## config.mk

```make
export PLATFORM = sky130hd
export DESIGN_NAME = prog_counter
export DESIGN_NICKNAME = d
export VERILOG_FILES = /design/src/rtl/prog_counter.sv
export SDC_FILE = /design/constraint.sdc
export NUM_CORES = 1
export LEC_CHECK = 0
export CAP_MARGIN = 5
export CORE_AREA = 8 8 86 88
export DETAILED_ROUTE_END_ITERATION = 16
export DIE_AREA = 0 0 94 96
export HOLD_SLACK_MARGIN = 0.1
export PLACE_DENSITY = 0.65
export SLEW_MARGIN = 30
export SYNTH_ARGS = -nofsm -noshare
export SYNTH_HDL_FRONTEND = slang
export SYNTH_SLANG_ARGS = --single-unit
```

## constraint.sdc

```tcl
create_clock -name clk -period 4.74 [get_ports clk]
set_input_delay 0.948 -clock clk [delete_from_list [all_inputs] [get_ports clk]]
set_output_delay 0.948 -clock clk [all_outputs]
set_load 0.03 [all_outputs]
```

## src/rtl/prog_counter.sv

```systemverilog
// rtl/prog_counter.sv - phased instruction address sequencer with return stack
module prog_counter #(
   parameter int AW     = 8,
   parameter int PHASES = 4,
   parameter int DEPTH  = 4
) (
   input  logic                      clk,
   input  logic                      reset,
   input  logic                      enable,
   input  logic                      start,
   input  logic                      finish,
   input  logic                      load,
   input  logic                      inc,
   input  logic                      call,
   input  logic                      ret,
   input  logic [AW-1:0]             C_bus,
   output logic [AW-1:0]             ins_address,
   output logic [$clog2(PHASES)-1:0] phase,
   output logic                      commit,
   output logic                      running,
   output logic                      halted,
   output logic                      stack_err
);

   localparam int PW = $clog2(PHASES);
   localparam int SW = $clog2(DEPTH + 1);
   localparam int IW = (DEPTH > 1) ? $clog2(DEPTH) : 1;

   localparam logic [PW-1:0] LAST_PHASE = PW'(PHASES - 1);
   localparam logic [SW-1:0] FULL_SP    = SW'(DEPTH);

   typedef enum logic [1:0] {
      ST_IDLE = 2'd0,
      ST_RUN  = 2'd1,
      ST_HALT = 2'd2
   } state_t;

   state_t          state_q, state_d;
   logic [PW-1:0]   phase_q, phase_d;
   logic [AW-1:0]   addr_q,  addr_d;
   logic [SW-1:0]   sp_q,    sp_d;
   logic            err_q,   err_d;
   logic [AW-1:0]   stack_q [DEPTH];

   logic            commit_w;
   logic            act_w;
   logic            push_w;
   logic [AW-1:0]   addr_inc_w;
   logic [IW-1:0]   wr_idx_w;
   logic [IW-1:0]   rd_idx_w;

   // sequencer state register; reset returns to IDLE immediately
   always_ff @(posedge clk or posedge reset) begin
      if (reset) begin
         state_q <= ST_IDLE;
      end else begin
         state_q <= state_d;
      end
   end

   // state transitions; finish wins over start, HALT only leaves via reset
   always_comb begin
      state_d = state_q;
      case (state_q)
         ST_IDLE: begin
            if (finish) begin
               state_d = ST_HALT;
            end else if (start) begin
               state_d = ST_RUN;
            end
         end
         ST_RUN: begin
            if (finish) begin
               state_d = ST_HALT;
            end
         end
         ST_HALT: state_d = ST_HALT;
         default: state_d = ST_IDLE;
      endcase
   end

   // state-derived outputs; commit marks the last phase of an enabled instruction
   always_comb begin
      commit_w = (state_q == ST_RUN) && enable && (phase_q == LAST_PHASE);
      commit   = commit_w;
      running  = (state_q == ST_RUN);
      halted   = (state_q == ST_HALT);
   end

   // a commit is acted on only when no halt request arrives on the same edge
   assign act_w      = commit_w && !finish;
   assign addr_inc_w = addr_q + AW'(1);
   assign wr_idx_w   = IW'(sp_q);
   assign rd_idx_w   = IW'(sp_q - SW'(1));

   // phase advances only while running and enabled; a halt freezes it
   always_comb begin
      phase_d = phase_q;
      if ((state_q == ST_RUN) && enable && !finish) begin
         if (phase_q == LAST_PHASE) begin
            phase_d = '0;
         end else begin
            phase_d = phase_q + PW'(1);
         end
      end
   end

   // commit action selection: ret > call > load > inc > hold
   always_comb begin
      addr_d = addr_q;
      sp_d   = sp_q;
      err_d  = err_q;
      push_w = 1'b0;
      if (act_w) begin
         if (ret) begin
            if (sp_q != '0) begin
               addr_d = stack_q[rd_idx_w];
               sp_d   = sp_q - SW'(1);
            end else begin
               err_d = 1'b1;
            end
         end else if (call) begin
            if (sp_q != FULL_SP) begin
               push_w = 1'b1;
               addr_d = C_bus;
               sp_d   = sp_q + SW'(1);
            end else begin
               err_d = 1'b1;
            end
         end else if (load) begin
            addr_d = C_bus;
         end else if (inc) begin
            addr_d = addr_inc_w;
         end
      end
   end

   // datapath registers: phase, address, stack pointer and sticky error
   always_ff @(posedge clk or posedge reset) begin
      if (reset) begin
         phase_q <= '0;
         addr_q  <= '0;
         sp_q    <= '0;
         err_q   <= 1'b0;
      end else begin
         phase_q <= phase_d;
         addr_q  <= addr_d;
         sp_q    <= sp_d;
         err_q   <= err_d;
      end
   end

   // return-stack storage; entries above the pointer are never read, so no reset
   always_ff @(posedge clk) begin
      if (push_w) begin
         stack_q[wr_idx_w] <= addr_inc_w;
      end
   end

   assign ins_address = addr_q;
   assign phase       = phase_q;
   assign stack_err   = err_q;

endmodule

```

==> summary.md, run 1 <==
| Metric | Value |
|---|---|
| Tightest Pin Transition | between 700 and 800 ps |
| Inst Count DP | around 280 |
| Cell Area, Synth | 2350 µm² |
| Worst-Skew Late Latency | around 300 ps |
| Ports | 31 |
| Seq/Total Area, Yosys | 57.8% |
| Critical Path Source Type | input port |
| Row count | 29 |
| Max VDD drop | between 0.1 and 0.15 mV |
| CTS tree | done |
| Maxcap violations | 0 |
| Final worst path period share | ~68% |
| Vias in the first global route | between 1500 and 2000 |
| Worst hold path class | reg -> reg |
| DR WL/cell | between 15 and 20 µm |
| Register area | 1360 µm² |
| GP Congestion | 0.765 |
| Worst Skew | 4.85 ps |
| Core Footprint | between 6000 and 7000 µm² |
| Initial antenna violation count | 0 |
| Slew Limit Fails | 0 |
| Pwr dens | 335 nW/µm² |
| Setup_tns | 0 ps |
| Final Util | approximately 46% |
| Area of the multi-input gates | approximately 920 µm² |
| Vias | 1530 |
| Clock period minus worst slack | 3210 ps |
| CTS Root Cell | clkbuf_8 |
| First-pass GRT wire length | roughly 8300 µm |
| Leakage power | 0.00102 µW |
| Cell Count, Final, Fillers Out | 286 |
| # DRC | 0 |
| DP HPWL | between 3000 and 4000 µm |
| Critical Path AT | about 2300 ps |
| Post-CTS sizing | 0 |
| RSZ-0062 raised after global routing | false |
| Final hold viol count | 0 |
| Max Clk Rate | 311 MHz |
| Total GRT Usage | 12.2% |
| Design Power | 938 µW |
| Main synth FF type | edfxtp_1 |
| H-tree Lvls | 2 |
| Post-CTS Setup Bufs | 0 |
| Setup WS post-layout | 1530 ps |
| CP Data Required Time | 3790 ps |
| Setup CP Type | in -> out |
| Cells after Synth | 178 |
| Mean Syn Cell Area | 13.2 µm² |
| Initial Util | 38.6% |
| DP Worst Slack | 1280 ps |
| Hold_buf cts | 0 |
| Port buffer count | 30 |
| Total gr overflow | 0 |
| Final Setup Violations | 0 |
| Library cells used by synthesis | 47 |
| Initial drt markers | 60 |
| Die Wd | between 90 and 100 µm |
| CTS Buffer Depth | 2 |
| Syn nets | just over 200 |
| Synth Warn # | 0 |
| Vert. Die Dim | 96 µm |
| Pre-Repair DR Iteration Count | 4 |
| Outcome | complete, no violations |
| Critical path capture point type | output pin |
| Nets | 236 |
| # diodes | 0 |
| DRT Wirelength | around 5200 µm |
| Total clock sinks | 48 |
| Post-synthesis async set-or-reset flop share | between 30% and 40% |
| Share of cells above drive strength 1 | between 10% and 20% |
| Area Overhead vs Synth | 18.8% |
| Largest net degree at the start of global routing | 18 |
| Via density per instance | 5.35 |
| Inserted Clock Buffers | 5 |
| Crit-path max FO | 3 |
| Fillers | 567 |
| Worst rel slew slack | roughly half |
| Die area | 9020 µm² |
| Reg clk slew, reported paths | approximately 90 ps |
| EDFF count, synth | 32 |
| Flops & latches, synth | 48 |
| Routed Antenna Nets | 0 |
[through the flow]
step                      hold slack, ps  instance area [µm²]
after floorplan                      471                 2350
after global placement               474                 2710
after detailed placement             474                 2710
after CTS                            505                 2800
after global routing                 521                 2800
final                                498                 2800
[layout make-up]
cell class,instances,area share (%)
sequential,48,48.7
multi-input combinational,115,33.0
timing repair buffer,30,10.7
tap,77,3.44
clock buffer,5,2.46
inverter,8,1.07
clock inverter,3,0.626
[worst paths after layout]
check                      startpoint              to  slack [ps]  cells after the start
hold / removal              stack_err       stack_err         500                      1
hold reg to reg             stack_err       stack_err         500                      1
setup reg to reg              sp_q[0]  ins_address[0]        1920                      5
setup / recovery               enable          commit        1530                      3
min in group asynchronous       reset  ins_address[3]        1030                      2
max in group asynchronous       reset        phase[0]        3300                      2
[Yosys cell counts (all sizes together) (2+ instances only)]
cell	count	area share (%)
a211o	2	0.74
a21oi	9	2.2
a311o	2	0.85
a311oi	2	1.0
and2	4	1.1
buf	4	1.2
clkbuf	3	0.48
dfrtp	16	17
edfxtp	32	41
ha	11	5.8
inv	7	1.1
mux2	2	0.96
mux2i	2	0.85
mux4	8	7.7
nand2	12	1.9
nand2b	2	0.53
nand3	4	0.85
nor2	15	2.4
nor2b	3	0.80
nor3	4	0.85
nor4	2	0.80
o211ai	2	0.64
o21ai	5	1.1
or2	2	0.53
or3	2	0.53
xnor2	4	1.5
xor2	3	1.1
[routing by layer]
metal / up-vias / global-route usage, % / part of all wire (%)
met5: - / 0 / 0
met4: 0 / 5.68 / 2.5
met3: 8 / 2.50 / 4.0
met2: 41 / 20.9 / 50
met1: 765 / 14.4 / 43
li1: 716 / - / -
[cells by family after synthesis]
kind of cell / share of synthesized area (%)
flops: 57.8
xor+xnor: 2.60
simple gates: 12.3
buf+inv: 2.98
fa+ha+maj: 5.84
mux: 9.46
compound gates: 9.03
[registers in the layout (all words and copies together), names as in the netlist]
name,flops
phase,2
sp_q,3
stack_q,32
stack_err,1
state_q,2
ins_address,8
[layout by cell type (no fill, tap or decap), types with 5 or more instances in the layout]
cell type and count:
edfxtp_1 32, clkdlybuf4s50_1 30, clkbuf_8 5, a21oi_1 7, nand2_1 12, dfrtp_1 16, inv_1 7, ha_1 11
nor2_1 15, mux4_2 8
[report_power, final]
group | internal [µW] | switching [µW] | total, µW
combinational | 93.5 | 108 | 202
sequential | 467 | 24.1 | 491
clock | 103 | 141 | 245
total | 664 | 274 | 938
[worst max-delay path, stage by stage]
cell and delay, ps:
clkdlybuf4s50_1 490, and3_1 160, clkdlybuf4s50_1 660
(Power assumes the default switching activity.)
==> run 2, diff against run 1 <==
- PLACE_DENSITY: 0.65 -> 0.67
- clock period: 4.74 -> 2.6 ns (I/O delays scaled with it)
==> run 2 against run 1 <==
Sequential share of layout area down 2.4 points. Via count up 1.4%. Total power up 95%. Setup slack worse by 1400 ps. Final cell count up 5.2%. Critical path type is now reg -> out. Critical endpoint unchanged. Largest power group unchanged.
==> summary.md, run 2 (same netlist as run 1, synthesis figures left out) <==
| Metric | Value |
|---|---|
| Port buffer count | 30 (unchanged) |
| Worst Skew | 5.93 ps (+1.08 ps) |
| DR WL met2 | 2480 µm (-6.4%) |
| RSZ-0062 raised after global routing | false |
| CP Data Required Time | 2080 ps (-1710 ps) |
| H-tree Lvls | 2 (unchanged) |
| Outcome | complete, no violations |
| Final worst path period share | approximately 94% |
| R2r endpoint | ins_address[1] |
| # diodes | 0 (unchanged) |
| Most common cell after layout, fill and taps aside | edfxtp_1 |
| Pre-Repair DR Iteration Count | 4 (unchanged) |
| DR WL/cell | 17.1 µm (-6.9%) |
| Core Footprint | 6100 µm² (unchanged) |
| Max Clk Rate | 409 MHz |
| Critical Path Source Type | flop |
| Inserted Clock Buffers | 5 (unchanged) |
| GP Congestion | 0.772 (+0.88%) |
| Worst Hold Launch | stack_err |
| Hold WS | 520 ps (+22.0 ps) |
| Critical Path AT | 1920 ps (-340 ps) |
| Final Setup Violations | 0 (unchanged) |
| CTS tree | done |
| Hold endpoint | stack_err |
| Max VDD drop | 0.275 mV (+140%) |
| Routed Antenna Nets | 0 (unchanged) |
| Max reg flops | 32 (unchanged) |
| Tightest Pin Transition | 703 ps (-30.0 ps) |
| Ports | 31 (unchanged) |
| Post-CTS Setup Bufs | 0 (unchanged) |
| Commonest non-fill, non-tap cells in the layout | edfxtp_1, clkdlybuf4s50_1, dfrtp_1 |
| Row count | 29 (unchanged) |
| R2R Setup Slk | 530 ps (-1390 ps) |
| Largest net degree at the start of global routing | 17 (-1) |
| Clock period minus worst slack | between 2000 and 2500 ps |
| Metal3 WL | 225 µm (+7.1%) |
| CTS Root Cell | clkbuf_8 |
| Worst rel slew slack | 53.1% (+1.9 points) |
| Nets | 251 (+6.4%) |
| Vias | 1551 (+1.4%) |
| DP Worst Slack | 185 ps (-1090 ps) |
| Total clock sinks | 48 (unchanged) |
| Largest Register | stack_q |
| Reg clk slew, reported paths | 80 ps (about the same) |
| CTS Buffer Depth | 2 (unchanged) |
| Total gr overflow | 0 (unchanged) |
| Vias in the first global route | 1617 (+6.0%) |
| Worst hold path class | reg -> reg |
| Critical path capture point type | output pin |
| Metal-1 WL | 2420 µm (+7.1%) |
| Setup_tns | 0 ps (unchanged) |
| Share of cells above drive strength 1 | 17.4% (+5.9 points) |
| First-pass GRT wire length | 8440 µm (+2.0%) |
| Setup WS post-layout | 157 ps (-1370 ps) |
| Hold depth | 1 (unchanged) |
| Post-CTS sizing | 0 (unchanged) |
| Worst reg-to-reg path cell count | 7 (+2) |
| # DRC | 0 (unchanged) |
| Initial Util | 38.6% (unchanged) |
| Initial antenna violation count | 0 (unchanged) |
| Total GRT Usage | 12.3% (+0.069 points) |
| Slew Limit Fails | 0 (unchanged) |
| DRT Wirelength | 5140 µm (-2.0%) |
| Worst R2R Start | sp_q[1] |
| Initial drt markers | 81 (+35%) |
| Crit-path max FO | 5 (+2) |
| Die area | 9020 µm² (unchanged) |
| Hold_buf cts | 0 (unchanged) |
| Top Metal Used | met4 |
| Die Wd | 94 µm (unchanged) |
| Worst-Skew Late Latency | 300 ps (about the same) |
| Vert. Die Dim | 96 µm (unchanged) |
| Setup CP Type | reg -> out |
| Maxcap violations | 0 (unchanged) |
| Leakage power | 0.00110 µW (+8.8%) |
| Via density per instance | 5.15 (-3.7%) |
| Area Overhead vs Synth | 24.9% |
| Pwr dens | 621 nW/µm² (+85%) |
| DP HPWL | 3880 µm (+5.3%) |
| Final hold viol count | 0 (unchanged) |
[run 2: area by class of cell]
cell class              instances  area [µm²]
fillers                       554        3160
flip-flops and latches         48        1360
clock inverters                 2        33.8
well taps                      77        96.3
clock buffers                   6        82.6
repair buffers                 45         413
inverters                       8        30.0
multi-input cells             115         923
[run 2: power breakdown]
part	switching, µW	leakage [µW]	internal (µW)
clock	242	0.0000588	310
combinational	207	0.000579	176
sequential	40.1	0.000466	852
[run 2: how the worst max path moves through the flow]
stage / end / cells past startpoint / startpoint / slack (ps)
finish: commit / 4 / state_q[1] / 160
global route: commit / 4 / state_q[1] / 70
detailed placement: ins_address[1] / 6 / ret / 190
floorplan: ins_address[1] / 8 / sp_q[0] / 360
global placement: stack_q[2][4] / 6 / finish / 180
CTS: commit / 4 / state_q[1] / 150
[run 2: stage by stage]
step / cell area, µm² / utilization (%) / instances / power (µW)
finish: 2940 / 48.2 / 301 / 1830
global route: 2940 / 48.2 / 301 / 1910
CTS: 2940 / 48.2 / 301 / 1840
detailed placement: 2820 / 46.3 / 293 / 1290
global placement: 2820 / 46.3 / 293 / 1280
floorplan: 2350 / - / 178 / 1150
[run 2: critical path, stage by stage, from the launching register on]
cell             delay [ps]
dfrtp_1                 420
inv_1                   110
ha_1                    240
and3_1                  180
clkdlybuf4s50_1         670
[run 2: routing by layer]
| layer | track usage, % | vias to the layer above |
|---|---|---|
| li1 | - | 755 |
| met5 | 0 | - |
| met3 | 3.28 | 4 |
| met4 | 2.91 | 0 |
| met2 | 19.8 | 23 |
| met1 | 16.1 | 769 |
